**src/rtl/bcd_countdown_timer_pkg.sv**
```systemverilog
// Package timer_pkg: shared types, limits and BCD helpers for the mm:ss countdown timer.
//   timer_state_e   : 3-bit state code, also driven out as actualState
//   bcd_pair_t      : one two-digit BCD field (tens, units)
//   mmss_t          : minutes and seconds as two BCD pairs
//   bcd_inc_wrap    : +1 on a 00..59 BCD pair, 59 wraps to 00 with no carry out
//   mmss_dec        : -1 second on a full mm:ss value, BCD borrow through all four digits
//   mmss_is_zero    : true when the value is 00:00
package timer_pkg;

  typedef enum logic [2:0] {
    ST_IDLE  = 3'd0,
    ST_RUN   = 3'd1,
    ST_PAUSE = 3'd2,
    ST_DONE  = 3'd3
  } timer_state_e;

  localparam logic [3:0] MAX_TENS  = 4'd5;
  localparam logic [3:0] MAX_UNITS = 4'd9;

  localparam int unsigned DEFAULT_TICK_DIV = 100_000_000;

  typedef struct packed {
    logic [3:0] tens;
    logic [3:0] units;
  } bcd_pair_t;

  typedef struct packed {
    bcd_pair_t mins;
    bcd_pair_t secs;
  } mmss_t;

  function automatic bcd_pair_t bcd_inc_wrap(bcd_pair_t p);
    bcd_pair_t r;
    r = p;
    if (p.units >= MAX_UNITS) begin
      r.units = 4'd0;
      r.tens  = (p.tens >= MAX_TENS) ? 4'd0 : p.tens + 4'd1;
    end else begin
      r.units = p.units + 4'd1;
    end
    return r;
  endfunction

  function automatic mmss_t mmss_dec(mmss_t t);
    mmss_t r;
    r = t;
    if (t.secs.units != 4'd0) begin
      r.secs.units = t.secs.units - 4'd1;
    end else begin
      r.secs.units = MAX_UNITS;
      if (t.secs.tens != 4'd0) begin
        r.secs.tens = t.secs.tens - 4'd1;
      end else begin
        r.secs.tens = MAX_TENS;
        if (t.mins.units != 4'd0) begin
          r.mins.units = t.mins.units - 4'd1;
        end else begin
          r.mins.units = MAX_UNITS;
          // Only reachable from 00:00, which the timer never decrements; wrap keeps BCD legal.
          r.mins.tens  = (t.mins.tens != 4'd0) ? t.mins.tens - 4'd1 : MAX_TENS;
        end
      end
    end
    return r;
  endfunction

  function automatic logic mmss_is_zero(mmss_t t);
    return (t == '0);
  endfunction

endpackage

```
**src/rtl/bcd_countdown_timer_if.sv**
```systemverilog
// Request/display bundle between the control source and the countdown timer.
//   start, pause, clear, inc_min, inc_sec : request inputs to the timer
//   mDecimal, mUnit, sDecimal, sUnit      : BCD digits of mm:ss
//   actualState                           : 0 IDLE, 1 RUN, 2 PAUSE, 3 DONE
//   finish                                : high while in DONE
// master: request source / display consumer. slave: the timer.
interface bcd_countdown_timer_if;
  logic       start;
  logic       pause;
  logic       clear;
  logic       inc_min;
  logic       inc_sec;
  logic [3:0] mDecimal;
  logic [3:0] mUnit;
  logic [3:0] sDecimal;
  logic [3:0] sUnit;
  logic [2:0] actualState;
  logic       finish;

  modport master (
    output start, pause, clear, inc_min, inc_sec,
    input  mDecimal, mUnit, sDecimal, sUnit, actualState, finish
  );

  modport slave (
    input  start, pause, clear, inc_min, inc_sec,
    output mDecimal, mUnit, sDecimal, sUnit, actualState, finish
  );
endinterface

```
**src/rtl/bcd_countdown_timer_tick_prescaler.sv**
```systemverilog
// tick_prescaler: free counter 0..TICK_DIV-1 that advances while enabled.
//   clk_i, rst_ni : clock, asynchronous active-low reset
//   en_i          : count this cycle
//   clr_i         : synchronous return to 0, overrides en_i
//   tick_o        : high for the enabled cycle in which the counter sits at TICK_DIV-1
// The counter holds its value while disabled so a paused partial second is kept.
module tick_prescaler #(
  parameter int unsigned TICK_DIV = 4
) (
  input  logic clk_i,
  input  logic rst_ni,
  input  logic en_i,
  input  logic clr_i,
  output logic tick_o
);

  localparam int unsigned CntW = (TICK_DIV > 1) ? $clog2(TICK_DIV) : 1;
  localparam logic [CntW-1:0] LastCnt = CntW'(TICK_DIV - 1);

  logic [CntW-1:0] cnt_q, cnt_d;
  logic            at_last;

  assign at_last = (cnt_q == LastCnt);
  assign tick_o  = en_i & at_last;

  always_comb begin
    cnt_d = cnt_q;
    if (clr_i) begin
      cnt_d = '0;
    end else if (en_i) begin
      cnt_d = at_last ? '0 : cnt_q + CntW'(1);
    end
  end

  always_ff @(posedge clk_i or negedge rst_ni) begin
    if (!rst_ni) begin
      cnt_q <= '0;
    end else begin
      cnt_q <= cnt_d;
    end
  end

endmodule

```
**src/rtl/bcd_countdown_timer.sv**
```systemverilog
// bcd_countdown_timer: mm:ss preset and once-per-second BCD countdown for the VGA path.
//   clk_100MHz : system clock
//   rst_n      : asynchronous active-low reset, release synchronised internally (2 flops)
//   bus        : bcd_countdown_timer_if.slave - requests in, registered digits/state/finish out
// Parameter TICK_DIV: clock cycles per one-second tick.
// Build option TIMER_EDGE_DETECT_EN: when defined, each request passes through a 2-flop
// synchroniser and rising-edge detector (one request per held level, 3 cycles latency);
// otherwise requests are taken as single-cycle pulses every cycle they are high.
// Per-cycle request priority: clear > start > pause > inc_min/inc_sec.
module bcd_countdown_timer
  import timer_pkg::*;
#(
  parameter int unsigned TICK_DIV = DEFAULT_TICK_DIV
) (
  input  logic                 clk_100MHz,
  input  logic                 rst_n,
  bcd_countdown_timer_if.slave bus
);

  // Reset: assert immediately, release two clocks later.
  logic [1:0] rst_sync_q;
  logic       rst_int_n;

  always_ff @(posedge clk_100MHz or negedge rst_n) begin
    if (!rst_n) begin
      rst_sync_q <= 2'b00;
    end else begin
      rst_sync_q <= {rst_sync_q[0], 1'b1};
    end
  end

  assign rst_int_n = rst_sync_q[1];

  // Request conditioning. Bit order: clear, start, pause, inc_min, inc_sec.
  logic [4:0] req_raw;
  logic [4:0] req;

  assign req_raw = {bus.clear, bus.start, bus.pause, bus.inc_min, bus.inc_sec};

`ifdef TIMER_EDGE_DETECT_EN
  logic [4:0] sync1_q, sync2_q, prev_q;

  always_ff @(posedge clk_100MHz or negedge rst_int_n) begin
    if (!rst_int_n) begin
      sync1_q <= '0;
      sync2_q <= '0;
      prev_q  <= '0;
    end else begin
      sync1_q <= req_raw;
      sync2_q <= sync1_q;
      prev_q  <= sync2_q;
    end
  end

  assign req = sync2_q & ~prev_q;
`else
  assign req = req_raw;
`endif

  logic clear_req, start_req, pause_req, inc_min_req, inc_sec_req;

  assign clear_req   = req[4];
  assign start_req   = req[3];
  assign pause_req   = req[2];
  assign inc_min_req = req[1];
  assign inc_sec_req = req[0];

  // State and datapath.
  timer_state_e state_q, state_d;
  mmss_t        preset_q, preset_d;
  mmss_t        count_q, count_d;
  mmss_t        disp_q, disp_d;
  logic         finish_q, finish_d;
  logic         presc_clr;
  logic         tick;

  tick_prescaler #(
    .TICK_DIV (TICK_DIV)
  ) u_prescaler (
    .clk_i  (clk_100MHz),
    .rst_ni (rst_int_n),
    .en_i   (state_q == ST_RUN),
    .clr_i  (presc_clr),
    .tick_o (tick)
  );

  // Next-state and datapath update.
  always_comb begin
    state_d   = state_q;
    preset_d  = preset_q;
    count_d   = count_q;
    presc_clr = 1'b0;

    if (clear_req) begin
      state_d   = ST_IDLE;
      presc_clr = 1'b1;
    end else begin
      case (state_q)
        ST_IDLE: begin
          if (start_req) begin
            if (!mmss_is_zero(preset_q)) begin
              count_d   = preset_q;
              presc_clr = 1'b1;
              state_d   = ST_RUN;
            end
          end else if (!pause_req) begin
            if (inc_sec_req) preset_d.secs = bcd_inc_wrap(preset_q.secs);
            if (inc_min_req) preset_d.mins = bcd_inc_wrap(preset_q.mins);
          end
        end
        ST_RUN: begin
          if (tick) begin
            count_d = mmss_dec(count_q);
          end
          // Reaching 00:00 beats a simultaneous pause; start outranks (and drops) pause.
          if (tick && mmss_is_zero(count_d)) begin
            state_d = ST_DONE;
          end else if (pause_req && !start_req) begin
            state_d = ST_PAUSE;
          end
        end
        ST_PAUSE: begin
          if (start_req || pause_req) begin
            state_d = ST_RUN;
          end
        end
        ST_DONE: begin
          if (start_req) begin
            count_d   = preset_q;
            presc_clr = 1'b1;
            state_d   = ST_RUN;
          end
        end
        default: begin
          state_d = ST_IDLE;
        end
      endcase
    end
  end

  // Registered outputs follow the next state so they move on the causing edge.
  always_comb begin
    disp_d   = (state_d == ST_IDLE) ? preset_d : count_d;
    finish_d = (state_d == ST_DONE);
  end

  always_ff @(posedge clk_100MHz or negedge rst_int_n) begin
    if (!rst_int_n) begin
      state_q  <= ST_IDLE;
      preset_q <= '0;
      count_q  <= '0;
      disp_q   <= '0;
      finish_q <= 1'b0;
    end else begin
      state_q  <= state_d;
      preset_q <= preset_d;
      count_q  <= count_d;
      disp_q   <= disp_d;
      finish_q <= finish_d;
    end
  end

  assign bus.mDecimal    = disp_q.mins.tens;
  assign bus.mUnit       = disp_q.mins.units;
  assign bus.sDecimal    = disp_q.secs.tens;
  assign bus.sUnit       = disp_q.secs.units;
  assign bus.actualState = state_q;
  assign bus.finish      = finish_q;

endmodule

```
**src/flat_wrapper.sv**
```systemverilog
// flat-port wrapper written by rule: the top's interface ports become plain ports
module bcd_countdown_timer_flat import timer_pkg::*;
#(
  parameter int unsigned TICK_DIV = DEFAULT_TICK_DIV
)
  (clk_100MHz, rst_n, bus_start, bus_pause, bus_clear, bus_inc_min, bus_inc_sec, bus_mDecimal, bus_mUnit, bus_sDecimal, bus_sUnit, bus_actualState, bus_finish);
  bcd_countdown_timer_if bus_i ();
  input  logic clk_100MHz;
  input  logic rst_n;
  input wire logic [$bits(bus_i.start)-1:0] bus_start;
  input wire logic [$bits(bus_i.pause)-1:0] bus_pause;
  input wire logic [$bits(bus_i.clear)-1:0] bus_clear;
  input wire logic [$bits(bus_i.inc_min)-1:0] bus_inc_min;
  input wire logic [$bits(bus_i.inc_sec)-1:0] bus_inc_sec;
  output wire logic [$bits(bus_i.mDecimal)-1:0] bus_mDecimal;
  output wire logic [$bits(bus_i.mUnit)-1:0] bus_mUnit;
  output wire logic [$bits(bus_i.sDecimal)-1:0] bus_sDecimal;
  output wire logic [$bits(bus_i.sUnit)-1:0] bus_sUnit;
  output wire logic [$bits(bus_i.actualState)-1:0] bus_actualState;
  output wire logic [$bits(bus_i.finish)-1:0] bus_finish;
  assign bus_i.start = bus_start;
  assign bus_i.pause = bus_pause;
  assign bus_i.clear = bus_clear;
  assign bus_i.inc_min = bus_inc_min;
  assign bus_i.inc_sec = bus_inc_sec;
  assign bus_mDecimal = bus_i.mDecimal;
  assign bus_mUnit = bus_i.mUnit;
  assign bus_sDecimal = bus_i.sDecimal;
  assign bus_sUnit = bus_i.sUnit;
  assign bus_actualState = bus_i.actualState;
  assign bus_finish = bus_i.finish;
  bcd_countdown_timer #(.TICK_DIV(TICK_DIV)) u_core (.clk_100MHz(clk_100MHz), .rst_n(rst_n), .bus(bus_i));
endmodule
```
**config.mk**
```make
export PLATFORM = sky130hd
export DESIGN_NAME = bcd_countdown_timer_flat
export DESIGN_NICKNAME = d
export VERILOG_FILES = /design/src/rtl/bcd_countdown_timer_pkg.sv /design/src/rtl/bcd_countdown_timer_if.sv /design/src/rtl/bcd_countdown_timer_tick_prescaler.sv /design/src/rtl/bcd_countdown_timer.sv /design/src/flat_wrapper.sv
export SDC_FILE = /design/constraint.sdc
export NUM_CORES = 1
export LEC_CHECK = 0
export CAP_MARGIN = 20
export CORE_AREA = 2 2 69 136
export CTS_CLUSTER_SIZE = 12
export DETAILED_ROUTE_END_ITERATION = 7
export DIE_AREA = 0 0 71 138
export GPL_TIMING_DRIVEN = 0
export PLACE_DENSITY_LB_ADDON = 0.12
export SLEW_MARGIN = 10
export SYNTH_ARGS = -nofsm -noshare
export SYNTH_HDL_FRONTEND = slang
export SYNTH_HIERARCHICAL = 1
export SYNTH_SLANG_ARGS = --single-unit
```
**constraint.sdc**
```tcl
create_clock -name clk_100MHz -period 6.7 [get_ports clk_100MHz]
set_input_delay 2.01 -clock clk_100MHz [delete_from_list [all_inputs] [get_ports clk_100MHz]]
set_output_delay 2.01 -clock clk_100MHz [all_outputs]
set_load 0.01 [all_outputs]
```
# --- Word level (Yosys, flattened, before mapping) ---
# Cells that the tools add are included.
totals:
  ff_bits: 81
  latchBits: 0
  ramBits: 0
  romBits: 0
  in_bits: 7
  output_inout_bits: 20
  word_cells: 92
  n_memories: 0
op_classes:
  add_sub_neg: 9
  multipliers: 0
  div_mod_pow: 0
  order_cmp: 4
  eq_ne: 5
  shift: 0
  muxes: 44
  bitwise_logic: 1
  reduce_logical: 13
ops:
  columns: ["op", "count"]
  rows:
  - ["16-bit 2-to-1 mux", 12]
  - ["27-bit 2-to-1 mux", 3]
  - ["16-bit case mux with 3 select lines", 1]
  - ["4-bit 2-to-1 mux", 11]
  - ["16-bit zero test", 2]
  - ["27-bit by 1-bit adder with 27-bit output (second input constant)", 1]
  - ["27-bit equality test (second input constant)", 1]
  - ["8-bit 2-to-1 mux", 3]
  - ["3-bit 2-to-1 mux", 7]
  - ["4-bit by 1-bit adder with 4-bit output (second input constant)", 4]
  - ["4-bit nonzero test", 4]
  - ["4-bit by 1-bit subtractor with 4-bit output (second input constant)", 4]
  - ["12-bit 2-to-1 mux", 1]
  - ["3-bit case mux with 4 select lines", 1]
  - ["3-bit by 2-bit equality test with 1-bit output (second input constant)", 3]
  - ["4-bit by 3-bit >= comparator with 1-bit output (second input constant)", 2]
  - ["4-bit >= comparator (second input constant)", 2]
  - ["3-bit zero test", 2]
  - ["1-bit 2-to-1 mux", 4]
  - ["3-bit by 1-bit equality test with 1-bit output (second input constant)", 1]
  - ["1-bit logical AND", 2]
  - ["1-bit case mux with 2 select lines", 1]
  - ["2-bit nonzero test", 1]
  - ["1-bit bitwise AND", 1]
  - ["2 further kinds", 2]

# --- Depth between registers and ports, before layout ---
depth:
  depth_word: 15
  mapped_depth: 13
  mapped_depth_nobuf: 10

# --- Cells and area by module ---
# The synthesis kept the hierarchy.
modules_own_cells:
  columns: ["module", "instances", "cells_each", "area_each_um2", "seq_area_each_um2"]
  rows:
  - ["bcd_countdown_timer", 1, 311, 3104.2, 1351.3]
  - ["tick_prescaler", 1, 174, 1551.5, 675.6]

# --- Least setup slack after synthesis ---
# Ideal clock, no wire load.
synth_path:
  path_kind: "input to register"
  startpoint: "input bus_start"
  endpoint: "register u_core.u_prescaler.cnt_q[21]"
  setup_ps: 119
  t_arrival_ps: 3807
  required_time_ps: 6581
  slack_ps: 2774
  stages: 9
  n_path_buf: 2
  cell_sequence: "clkbuf_1 nor3b_1 a21o_1 buf_4 o211ai_1 or4_4 nor4_1 xnor2_1 nor2_1"
synth_between:
  elab_chain_cells: 4
  word_cells_on_any_way: 6
  cone_classes: "mux (5); reduce/logical (1)"
synth_rtl:
  columns: ["item", "line_no", "text"]
  rows:
  - ["start: declaration", "flat_wrapper.sv:10", "input wire logic [$bits(bus_i.start)-1:0] bus_start;"]
  - ["1-bit 2-to-1 mux (on tied branches)", "bcd_countdown_timer.sv:128, bcd_countdown_timer.sv:100", null]
  - ["1-bit case mux with 2 select lines (*)", "bcd_countdown_timer.sv:98", "case (state_q)"]
  - ["1-bit 2-to-1 mux (*)", "bcd_countdown_timer.sv:94", "if (clear_req) begin"]
  - ["net u_core.presc_clr", "bcd_countdown_timer.sv:74", "logic presc_clr;"]
  - ["27-bit 2-to-1 mux or 2-bit nonzero test (tied branches)", null, null]
  - ["end signal: assignment", "bcd_countdown_timer_tick_prescaler.sv:39", "cnt_q <= cnt_d;"]
  - ["end: declaration", "bcd_countdown_timer_tick_prescaler.sv:20", "logic [CntW-1:0] cnt_q, cnt_d;"]
# The timed path passes the listed nets; every way through them passes the cells marked *.
# A chain may end at the register's enable or synchronous reset.

==> flow_summary.toml <==
[status]
status = "completed"

[worst_setup_path]
crit_path_start_kind = "input port"
cp.required_ns = 6.92
reg2regPathDepth = 12
end_kind = "register"
critPathKind = "input port to register"
cp_data_arrival_time_ns = 4.43
cp_max_fo = 10

[min_path]
hp-class = "register to async pin"

[pwr]
vdd_ir_drop_max_v = 0.000310
p_per_area_mw_per_mm2 = 262
total_power_w = 0.00141
power_leakage_nw = 2.28

[grt]
grt_overflow = 0
grt_pass1_wl_um = 20000
grt_pass1_vias = 4180
track_usage = 0.258
grt_max_degree = 47
antenna_found_initial = 0

[yosys]
netlist_instances = 485
synth_fp_nets = 508
yosysWarnings = 6
synth-xor-area-share = 0.0282
synthSimpleGateAreaFrac = 0.241
synth_flop_cell = "dfrtp_1"
synth_compound_area_frac = 0.156
yosys.area_share.adder = 0.0430
synth_area_mm2 = 0.00466
ys_seq_elements = 81
synth.distinct_cells = 70
syn_area_per_cell_um2 = 9.60
async_reset_ff_frac = 1.00
seq_area_frac_synth = 0.435
synth_edf_count = 0
yosys-mux-area-fraction = 0.0503
synth_top_family_by_area = "simple AND/OR/NAND/NOR gates"

[sta]
drv_slew = 0
fmax_mhz = 237
tightest_slew_ns = 1.02
relSlewSlack = 0.317
final-hold-violation-count = 0
finalClockSkew_ns = 0.00772
rsz0062_at_grt = "no"
finalSetupViolCount = 0
finalSetupTns_ns = 0
fin_ws_ns = 2.48
post-route-min-period_ns = 4.22
hold_ws_ns = 0.284
fin_crit_sh = 0.629

[final_layout]
drive_gt1_frac = 0.112
mostFrequentLayoutCell = "dfrtp_1"
syn_to_final_growth_pct = 15.7
final_cell_mix = "80 x dfrtp_1, 42 x nor2_1, 32 x nand2_1, 29 x nand3_1, 27 x inv_1"
nFillCells = 748
fin_nets = 545
diodes = 0
final_area_mm2 = 0.00539

[clock_network]
cts-buffers-inserted = 9
post-cts-setup-buffers = 0
clk_pin_slew_worst_paths_ns = 0.06
clock_path_buffers = 2
clkLatencyLatePin_ns = 0.34
cts-resized-gates = 0
root_buffer = "clkbuf_16"
cts_tree = "built"
cts_hold_buf = 0
cts-htree-levels = 3
cts.sinks = 81

[placed_design]
port_buffers = 24
placed_cell_area_mm2 = 0.00505
gp_congestion = 0.950
dp_hpwl_um = 9210
place_ws_ns = 2.10

[detailed_routing]
wl_per_cell_um = 19.1
vias = 3970
drc = 0
first_iter_violations = 195
first_pass_iters = 4
viasPerCell = 6.31
ant_nets = 0
routed_wl_um = 12000

[die]
ios = 27
initial_core_util = 0.524
die-width_um = 71
core_mm2 = 0.00889
dieArea_mm2 = 0.00980
die_y_um = 138
num_rows = 49

[flow_run]
maxCapViolCount = 0
## worst max-delay path: stages
cell and delay [ns]:
clkbuf_1 0.20, nor2_1 0.35, nand3_1 0.18, a31oi_1 0.85
buf_2 0.45, mux2_2 0.37
## kinds of logic after synthesis
kind of cell             count (synthesis)
XOR/XNOR                                15
AND/OR/NAND/NOR                        200
AO/OA/AOI/OAI                          102
multiplexers                            21
buffers and inverters                   48
adder cells (fa/ha/maj)                 16
other                                    2
flip-flops                              81
## where the power goes
group / switching (W) / leakage, nW / total (W) / internal, W
combinational: 0.000143 / 1.05 / 0.000267 / 0.000124
sequential: 0.0000658 / 1.07 / 0.000613 / 0.000547
clock: 0.000203 / 0.158 / 0.000533 / 0.000330
## routing by layer
layer	wire length (um)	share of wire	global-route usage	up-vias
met5	0	0	0	-
li1	-	-	-	1868
met1	4130	0.34	0.252	1951
met4	726	0.060	0.167	0
met3	327	0.027	0.0415	46
met2	6840	0.57	0.480	105
## metrics by stage
step | util | cells
6_report | 0.606 | 629
5_1_grt | 0.606 | 629
3_3_place_gp | 0.565 | 611
3_5_place_dp | 0.569 | 612
2_1_floorplan | - | 485
4_1_cts | 0.605 | 628
## synth_stat cells, types with 3 or more instances
cell type / number / share of area
nor2_1: 42 / 0.034
and3_1: 10 / 0.013
nand4_1: 18 / 0.024
a211oi_1: 3 / 0.0048
and3_2: 3 / 0.0048
nor3_1: 13 / 0.014
nor4b_1: 4 / 0.0075
o31ai_1: 9 / 0.015
inv_1: 27 / 0.022
dfrtp_1: 81 / 0.44
nand2_1: 32 / 0.026
or4_4: 3 / 0.0073
ha_1: 16 / 0.043
xnor2_1: 5 / 0.0094
nand2b_1: 7 / 0.0094
nor4_1: 13 / 0.017
a21o_1: 7 / 0.011
xor2_1: 10 / 0.019
o21ai_0: 17 / 0.018
and4_1: 3 / 0.0056
buf_2: 5 / 0.0054
clkbuf_1: 13 / 0.010
or4b_1: 3 / 0.0065
nand3_1: 29 / 0.031
or3_1: 6 / 0.0081
a21oi_1: 18 / 0.019
a31oi_1: 7 / 0.0094
mux2i_1: 5 / 0.011
mux2_2: 13 / 0.031
a221o_1: 8 / 0.017
## state kept, by name, summed over array words and instances (netlist names)
name and count:
u_core/bus.actualState 3, u_core/bus.finish 1, u_core/bus.mDecimal 4, u_core/bus.mUnit 4
u_core/bus.sDecimal 4, u_core/bus.sUnit 4, u_core/count_q 16, u_core/preset_q 16
u_core/rst_sync_q 2, u_core/u_prescaler/cnt_q 27
## layout make-up
class | count | area (um^2) | area share
Inverter | 27 | 101 | 0.0188
Tap cell | 102 | 128 | 0.0237
Multi-Input combinational cell | 356 | 2420 | 0.449
Buffer | 21 | 106 | 0.0197
Clock inverter | 7 | 101 | 0.0188
Sequential cell | 81 | 2030 | 0.377
Timing Repair Buffer | 26 | 273 | 0.0506
Clock buffer | 9 | 225 | 0.0418
## final timing paths
kind / from / end / slack (ns)
hold / removal: u_core/rst_sync_q[1] / u_core/bus.sDecimal[1] / 0.28
setup reg to reg: u_core/bus.actualState[2] / u_core/bus.mDecimal[2] / 2.59
min in group clk_100MHz: u_core/rst_sync_q[0] / u_core/rst_sync_q[1] / 0.37
max in group asynchronous: rst_n / u_core/rst_sync_q[1] / 4.73
hold reg to reg: u_core/rst_sync_q[1] / u_core/bus.sDecimal[1] / 0.28
setup / recovery: bus_start / u_core/bus.mUnit[2] / 2.48
No activity file was read; power rests on OpenSTA's default activity.
